**config.mk**
```make
export PLATFORM = sky130hd
export DESIGN_NAME = instr_cycle_controller
export DESIGN_NICKNAME = d
export VERILOG_FILES = /design/src/rtl/instr_cycle_controller.sv
export SDC_FILE = /design/constraint.sdc
export NUM_CORES = 1
export LEC_CHECK = 0
export CORE_AREA = 10 10 47 49
export DETAILED_ROUTE_END_ITERATION = 16
export DIE_AREA = 0 0 57 59
export PLACE_DENSITY_LB_ADDON = 0.25
export SLEW_MARGIN = 20
export SYNTH_ARGS = -nofsm -noshare
export SYNTH_HDL_FRONTEND = slang
export SYNTH_SLANG_ARGS = --single-unit
```
**constraint.sdc**
```tcl
create_clock -name clk -period 1.4 [get_ports clk]
set_input_delay 0.21 -clock clk [delete_from_list [all_inputs] [get_ports clk]]
set_output_delay 0.21 -clock clk [all_outputs]
set_load 0.03 [all_outputs]
```
**src/rtl/instr_cycle_controller.sv**
```systemverilog
// Instruction-cycle sequencer: steps T1..T6 and decodes the opcode into datapath control strobes.
// Define JMP_INSTR_EN to decode JMP (0011); otherwise it is a NOP and pc_load stays 0.
module instr_cycle_controller #(
    parameter int OPCODE_W = 4,
    parameter int TSTATE_W = 3
) (
    input  logic                clk,
    input  logic                rst,
    input  logic                run,
    input  logic [OPCODE_W-1:0] opcode,
    output logic                pc_enable,
    output logic                pc_out,
    output logic                pc_load,
    output logic                mar_load,
    output logic                mem_out,
    output logic                ir_load,
    output logic                ir_out,
    output logic                a_load,
    output logic                a_out,
    output logic                b_load,
    output logic                alu_out,
    output logic                alu_sub,
    output logic                out_load,
    output logic                halted,
    output logic [TSTATE_W-1:0] t_state
);

    typedef enum logic [2:0] {
        S_IDLE = 3'd0,
        S_T1   = 3'd1,
        S_T2   = 3'd2,
        S_T3   = 3'd3,
        S_T4   = 3'd4,
        S_T5   = 3'd5,
        S_T6   = 3'd6,
        S_HALT = 3'd7
    } state_t;

    localparam logic [OPCODE_W-1:0] OP_LDA = OPCODE_W'(4'b0000);
    localparam logic [OPCODE_W-1:0] OP_ADD = OPCODE_W'(4'b0001);
    localparam logic [OPCODE_W-1:0] OP_SUB = OPCODE_W'(4'b0010);
`ifdef JMP_INSTR_EN
    localparam logic [OPCODE_W-1:0] OP_JMP = OPCODE_W'(4'b0011);
`endif
    localparam logic [OPCODE_W-1:0] OP_OUT = OPCODE_W'(4'b1110);
    localparam logic [OPCODE_W-1:0] OP_HLT = OPCODE_W'(4'b1111);

    state_t state_q;
    state_t state_d;

    always_ff @(posedge clk) begin
        if (!rst) begin
            state_q <= S_IDLE;
        end else begin
            state_q <= state_d;
        end
    end

    always_comb begin
        state_d = state_q;
        case (state_q)
            S_IDLE:  if (run) state_d = S_T1;
            S_T1:    state_d = S_T2;
            S_T2:    state_d = S_T3;
            S_T3:    state_d = S_T4;
            S_T4:    state_d = (opcode == OP_HLT) ? S_HALT : S_T5;
            S_T5:    state_d = S_T6;
            S_T6:    state_d = run ? S_T1 : S_IDLE;
            S_HALT:  state_d = S_HALT;
            default: state_d = S_IDLE;
        endcase
    end

    // Strobes are pure decodes of the current state so each is high exactly during its T-state.
    always_comb begin
        pc_enable = 1'b0;
        pc_out    = 1'b0;
        pc_load   = 1'b0;
        mar_load  = 1'b0;
        mem_out   = 1'b0;
        ir_load   = 1'b0;
        ir_out    = 1'b0;
        a_load    = 1'b0;
        a_out     = 1'b0;
        b_load    = 1'b0;
        alu_out   = 1'b0;
        alu_sub   = 1'b0;
        out_load  = 1'b0;
        halted    = 1'b0;
        case (state_q)
            S_T1: begin
                pc_out   = 1'b1;
                mar_load = 1'b1;
            end
            S_T2: pc_enable = 1'b1;
            S_T3: begin
                mem_out = 1'b1;
                ir_load = 1'b1;
            end
            S_T4: begin
                if (opcode == OP_LDA || opcode == OP_ADD || opcode == OP_SUB) begin
                    ir_out   = 1'b1;
                    mar_load = 1'b1;
                end
`ifdef JMP_INSTR_EN
                if (opcode == OP_JMP) begin
                    ir_out  = 1'b1;
                    pc_load = 1'b1;
                end
`endif
                if (opcode == OP_OUT) begin
                    a_out    = 1'b1;
                    out_load = 1'b1;
                end
            end
            S_T5: begin
                if (opcode == OP_LDA) begin
                    mem_out = 1'b1;
                    a_load  = 1'b1;
                end
                if (opcode == OP_ADD || opcode == OP_SUB) begin
                    mem_out = 1'b1;
                    b_load  = 1'b1;
                    alu_sub = (opcode == OP_SUB);
                end
            end
            S_T6: begin
                if (opcode == OP_ADD || opcode == OP_SUB) begin
                    alu_out = 1'b1;
                    a_load  = 1'b1;
                    alu_sub = (opcode == OP_SUB);
                end
            end
            S_HALT: halted = 1'b1;
            default: ;
        endcase
    end

    assign t_state = TSTATE_W'(state_q);

endmodule

```
==> flow_summary.toml <==
[outcome]
violations = "setup timing"
status = "finished with violations"

[floorplanning]
core_um2 = 1400
dieArea_um2 = 3360
rows = 14
ios = 24
die_h_um = 59
start_util_pct = 23.3
dieWidth_um = 57

[pwr]
p_int_uw = 347
p_seq_share_pct = 19.1
ir_worst_vdd_mv = 0.484
cellLeakagePower_nw = 0.363
p_clk_share_pct = 28.5
p_sw_share_pct = 35.6
powerDensity_nw_per_um2 = 629
p_comb_share_pct = 52.4
p_sw_uw = 192

[clock_network]
h-tree-depth = 1
numCtsBuffers = 3
clockBufferDepth = 2
cts_tree = "yes"
clk_latency_ns = 0.24
root_buffer = "clkbuf_4"
path_clk_slew_ns = 0.04
cts.sinks = 3
postCtsHoldBufs = 0

[critical_path]
crit_path_end_kind = "output port"
ff2ff_setup_slack_ns = 0.18
max_stage_delay_ns = 0.48
cp.required_ns = 1.19
rr_startpoint = "t_state[1]"
startpoint_type = "register"
critPathKind = "register to output port"
r2r_cells = 5
slowest_stage = "or4b_4"
arrival_ns = 1.37
cp_max_fo = 4
crit_chain = "or4b_4 > a21oi_4 > buf_6"
rr_endpoint = "t_state[1]"

[synthesis]
yosys_warnings = 0
syn_area_um2 = 327
synth_seq_cells = 3
synth_cell_type_count = 25
synth_nets = 52
ys_seq_area_share_pct = 18.4
synth_cells = 45
synth.avg_cell_area_um2 = 7.26

[layout]
ff_latch_area_um2 = 71.3
final_common_cell = "buf_6"
design_area_um2 = 856
antenna_cells = 0
area.growth.synth_to_final_pct = 162
utilization_pct = 61.1
fill_cells = 121
layout-drive-gt1-share_pct = 63.4
nets = 90
layout_common_cells = "buf_6, buf_4, nand2_1, dlygate4sd2_1"
multi_input_comb_area_um2 = 360

[placement]
portBuffers = 22
placed_area_um2 = 658
gp_congestion = 0.721
dpl.hpwl_um = 1060

[timing]
setup_viol = 11
fin_crit_sh_pct = 113
drv_slew = 0
finalHoldViolCount = 0
finClkSkew_ns = 0.00553
rsz0062_at_grt = "yes"
fin_crit_ns = 1.58
fmax_mhz = 632
setup_slack_ns = -0.181

[detailed_routing]
wl_per_cell_um = 13.7
via_count = 458
drt_iter0_markers = 2
drc = 0
antenna_left = 0
viasPerCell = 4.67
first_pass_iters = 4
routed_wirelength_um = 1350

[global_route]
grt_antenna_before_repair = 0
grt_pass1_wl_um = 2190
grt_pass1_vias = 483
grt_overflow = 0
grt.total_usage_pct = 7.98
grt_max_degree = 9

[worst_hold_path]
hp-class = "register to register"
worstHoldEndpoint = "t_state[0]"
whs_path_depth = 2

[run]
cap_violations = 0
## worst max path at each step
| stage | startpoint | endpoint | slack, ns | cells past startpoint |
|---|---|---|---|---|
| finish | t_state[0] | a_load | -0.18 | 3 |
| global route | t_state[0] | a_load | -0.23 | 3 |
| CTS | t_state[0] | out_load | -0.20 | 4 |
| detailed placement | opcode[1] | a_load | -0.39 | 4 |
| global placement | opcode[1] | a_load | -0.38 | 4 |
| floorplan | t_state[1] | out_load | -0.1 | 3 |
## cells by family after synthesis
| kind of cell | count (synthesis) | share of synthesized area [%] |
|---|---|---|
| XOR/XNOR | 2 | 5.36 |
| AND/OR/NAND/NOR | 28 | 49.4 |
| other | 1 | 1.15 |
| flip-flops | 3 | 18.4 |
| buffers and inverters | 4 | 10.7 |
| AO/OA/AOI/OAI | 7 | 14.9 |
## worst max-delay path: cells and delay by family (launching register included)
kind                   cells  cell delay [ns]
AO/OA/AOI/OAI              1             0.16
buffers and inverters      1             0.14
flip-flops                 1             0.36
AND/OR/NAND/NOR            1             0.48
## metal layers
metal / global-route usage (%) / vias up / wire (µm) / share of wire, %
met5: 0 / - / 0 / 0
met2: 13.2 / 11 / 743 / 55
met4: 4.03 / 0 / 0 / 0
met3: 3.43 / 0 / 122 / 9.1
li1: - / 233 / - / -
met1: 8.52 / 214 / 481 / 36
## synth_stat cells
library cell | instances | area [µm²]
o31a_1 | 1 | 8.76
nand2b_1 | 3 | 18.8
a21boi_0 | 2 | 15.0
or3b_1 | 1 | 8.76
nand3b_1 | 1 | 7.51
nand2_1 | 7 | 26.3
xnor2_1 | 2 | 17.5
dfxtp_1 | 3 | 60.1
or2b_1 | 1 | 7.51
o21bai_1 | 1 | 7.51
and3_1 | 1 | 6.26
buf_8 | 1 | 15.0
nor4b_1 | 1 | 8.76
buf_4 | 2 | 15.0
and2_1 | 1 | 6.26
a21oi_1 | 2 | 10.0
nor2b_1 | 3 | 18.8
nor3_1 | 4 | 20.0
nor2_1 | 2 | 7.51
or4b_1 | 1 | 10.0
buf_2 | 1 | 5.00
o21a_1 | 1 | 7.51
and3b_1 | 1 | 8.76
conb_1 | 1 | 3.75
nor4_1 | 1 | 6.26
## metrics by stage
| step | hold slack [ns] | std cells | power (mW) | setup WS (ns) | setup TNS [ns] |
|---|---|---|---|---|---|
| finish | 0.555 | 98 | 0.539 | -0.181 | -1.14 |
| global route | 0.582 | 98 | 0.575 | -0.231 | -1.83 |
| CTS | 0.547 | 95 | 0.511 | -0.202 | -1.55 |
| detailed placement | 0.550 | 88 | 0.322 | -0.389 | -2.27 |
| global placement | 0.549 | 88 | 0.320 | -0.378 | -2.04 |
| floorplan | 0.328 | 45 | 0.234 | -0.0961 | -0.127 |
## timing repair
action / in CTS / in global routing
pin swaps: 9 / 3
gates resized for setup: 22 / 20
setup buffers: 3 / 4
cloned: 0 / 0
setup endpoints to repair: 15 / 13
## power by group through the flow
stage	logic, mW	clock network (mW)	registers (mW)
detailed placement	0.218	0	0.104
finish	0.282	0.153	0.103
CTS	0.243	0.164	0.103
floorplan	0.116	0	0.118
global placement	0.217	0	0.104
global route	0.301	0.170	0.104
## final cells by class
type | count | area share (%)
clock buffer | 4 | 3.07
multi-input combinational | 38 | 42.1
sequential | 3 | 8.33
tap | 16 | 2.34
timing repair buffer | 37 | 44.2
No activity file was read; power rests on OpenSTA's default activity.
==> patch (same settings) <==
Add a define of `JMP_INSTR_EN`.
--- a/src/rtl/instr_cycle_controller.sv
+++ b/src/rtl/instr_cycle_controller.sv
@@ -1,4 +1,6 @@
 // Instruction-cycle sequencer: steps T1..T6 and decodes the opcode into datapath control strobes.
 // Define JMP_INSTR_EN to decode JMP (0011); otherwise it is a NOP and pc_load stays 0.
+`define JMP_INSTR_EN
+
 module instr_cycle_controller #(
     parameter int OPCODE_W = 4,
Formal check against the unedited RTL: not equivalent (Yosys sat finds a counterexample within 10 cycles, from zero or initial values and one cycle with rst low).
==> patch against the unedited design <==
The run still ends with negative setup slack left; power is 9.9% lower; worst setup slack worse by 0.22 ns; global-route usage is 0.22 points lower; final area is 5.3% lower; sequential share of layout area is 0.46 points higher; routed wire length is 5.9% lower; first-iteration DRC count stayed put; area after synthesis is 1.1% lower; sequential cell count stayed put; critical path type unchanged.
==> patch: results (changes against the unedited design) <==
status=finished with violations (unchanged); Final TNS setup=-1.68 ns (was -1.14 ns); WL/cell=13.2 um (was 13.7 um); violated checks=negative setup slack (unchanged); Placement Setup Slack=-0.545 ns (was -0.389 ns); placed insts=92 (was 88); pin count of the biggest net entering global routing=11 (was 9); # setup viols final=11 (unchanged); crit-path max FO=2 (was 4); clock skew after layout=0.00394 ns (was 0.00553 ns); dominant synthesized flop cell=dfxtp_1 (unchanged); post-route setup slack=-0.400 ns (was -0.181 ns); synth unique cells=28 (was 25); Critical Path AT=1.59 ns (was 1.37 ns); input/output buffers=23 (was 22); non-filler cells, final=96 (was 98); drt first pass iters=4 (unchanged); Avg Inst Size Synth=7.17 sq um (was 7.26 sq um); synth cell count leaders=nand2_1, nand2b_1, dfxtp_1, nor2_1, nor2b_1 (was nand2_1, nor3_1, dfxtp_1, nand2b_1, nor2b_1); HP Class=input port to register (was register to register); layout cell share with drive strength beyond 1=66.3% (was 63.4%); VDD IR-drop max=0.000441 V (was 0.000484 V); vias in the first global route=475 (was 483); first-pass GRT wire length=2.11 mm (was 2.19 mm); synth top area cells=dfxtp_1, nand2b_1, nor2b_1 (was dfxtp_1, nand2_1, nor3_1); ys async rst share=0% (unchanged); Leak Pwr=0.352 nW (was 0.363 nW); layout net count=88 (was 90); via count=435 (was 458)
patch: cell count changes after synthesis, moves of 2 or more:
| cell | unedited run | this run |
|---|---|---|
| nand2_1 | 7 | 4 |
| clkbuf_1 | 0 | 2 |
| nor3_1 | 4 | 2 |
| nor3b_1 | 0 | 2 |
patch: worst paths after layout:
check / startpoint / to / slack [ns] / depth (start not counted)
max reg2reg: register / t_state[1] / 0.16 / 4
min reg2reg: t_state[1] / register / 0.67 / 3
max: register / mar_load / -0.40 / 4
min: rst / t_state[1] / 0.57 / 2
patch: timing repair:
| action | in CTS | in global routing |
|---|---|---|
| resized for setup | 21 | 11 |
| setup endpoints to repair | 14 | 12 |
| pin swaps | 8 | 6 |
patch: through the flow:
step | instance area, sq um | util (%)
floorplan | 420 | -
global placement | 691 | 49.3
detailed placement | 691 | 49.3
CTS | 767 | 54.7
global route | 811 | 57.9
finish | 811 | 57.9
patch: critical path: stages (launching register included):
cell and delay, ns:
dfxtp_4 0.33, or3b_4 0.37, or3b_4 0.39, a21oi_4 0.12
buf_6 0.14
patch: report_power, final:
| group | leakage, nW | switching (mW) | internal, mW | total [mW] |
|---|---|---|---|---|
| registers | 0.0267 | 0.0116 | 0.0924 | 0.104 |
| clock network | 0.0150 | 0.0489 | 0.107 | 0.156 |
| logic | 0.310 | 0.117 | 0.108 | 0.226 |
patch: routing by layer:
metal / wire [um] / GRT usage (%) / up-vias
met5: 0 / 0 / -
met1: 490 / 7.80 / 190
li1: - / - / 223
met4: 4 / 5.03 / 0
met2: 608 / 12.2 / 20
met3: 163 / 4.29 / 2
patch: cells by family (layout without fill, tap and decap cells):
logic type      Yosys count  after routing  share of synthesized area (%)
simple gates             29             29                           53.9
compound gates            7              7                           16.3
buf+inv                   4             39                           5.81
flops                     3              3                           18.6
xor+xnor                  2              2                           5.43
patch: layout make-up:
type | instances | area, sq um
Sequential cell | 3 | 71.3
Tap cell | 16 | 20.0
Fill cell | 142 | 591
Timing Repair Buffer | 34 | 317
Inverter | 1 | 3.75
Multi-Input combinational cell | 38 | 373
Clock buffer | 4 | 26.3
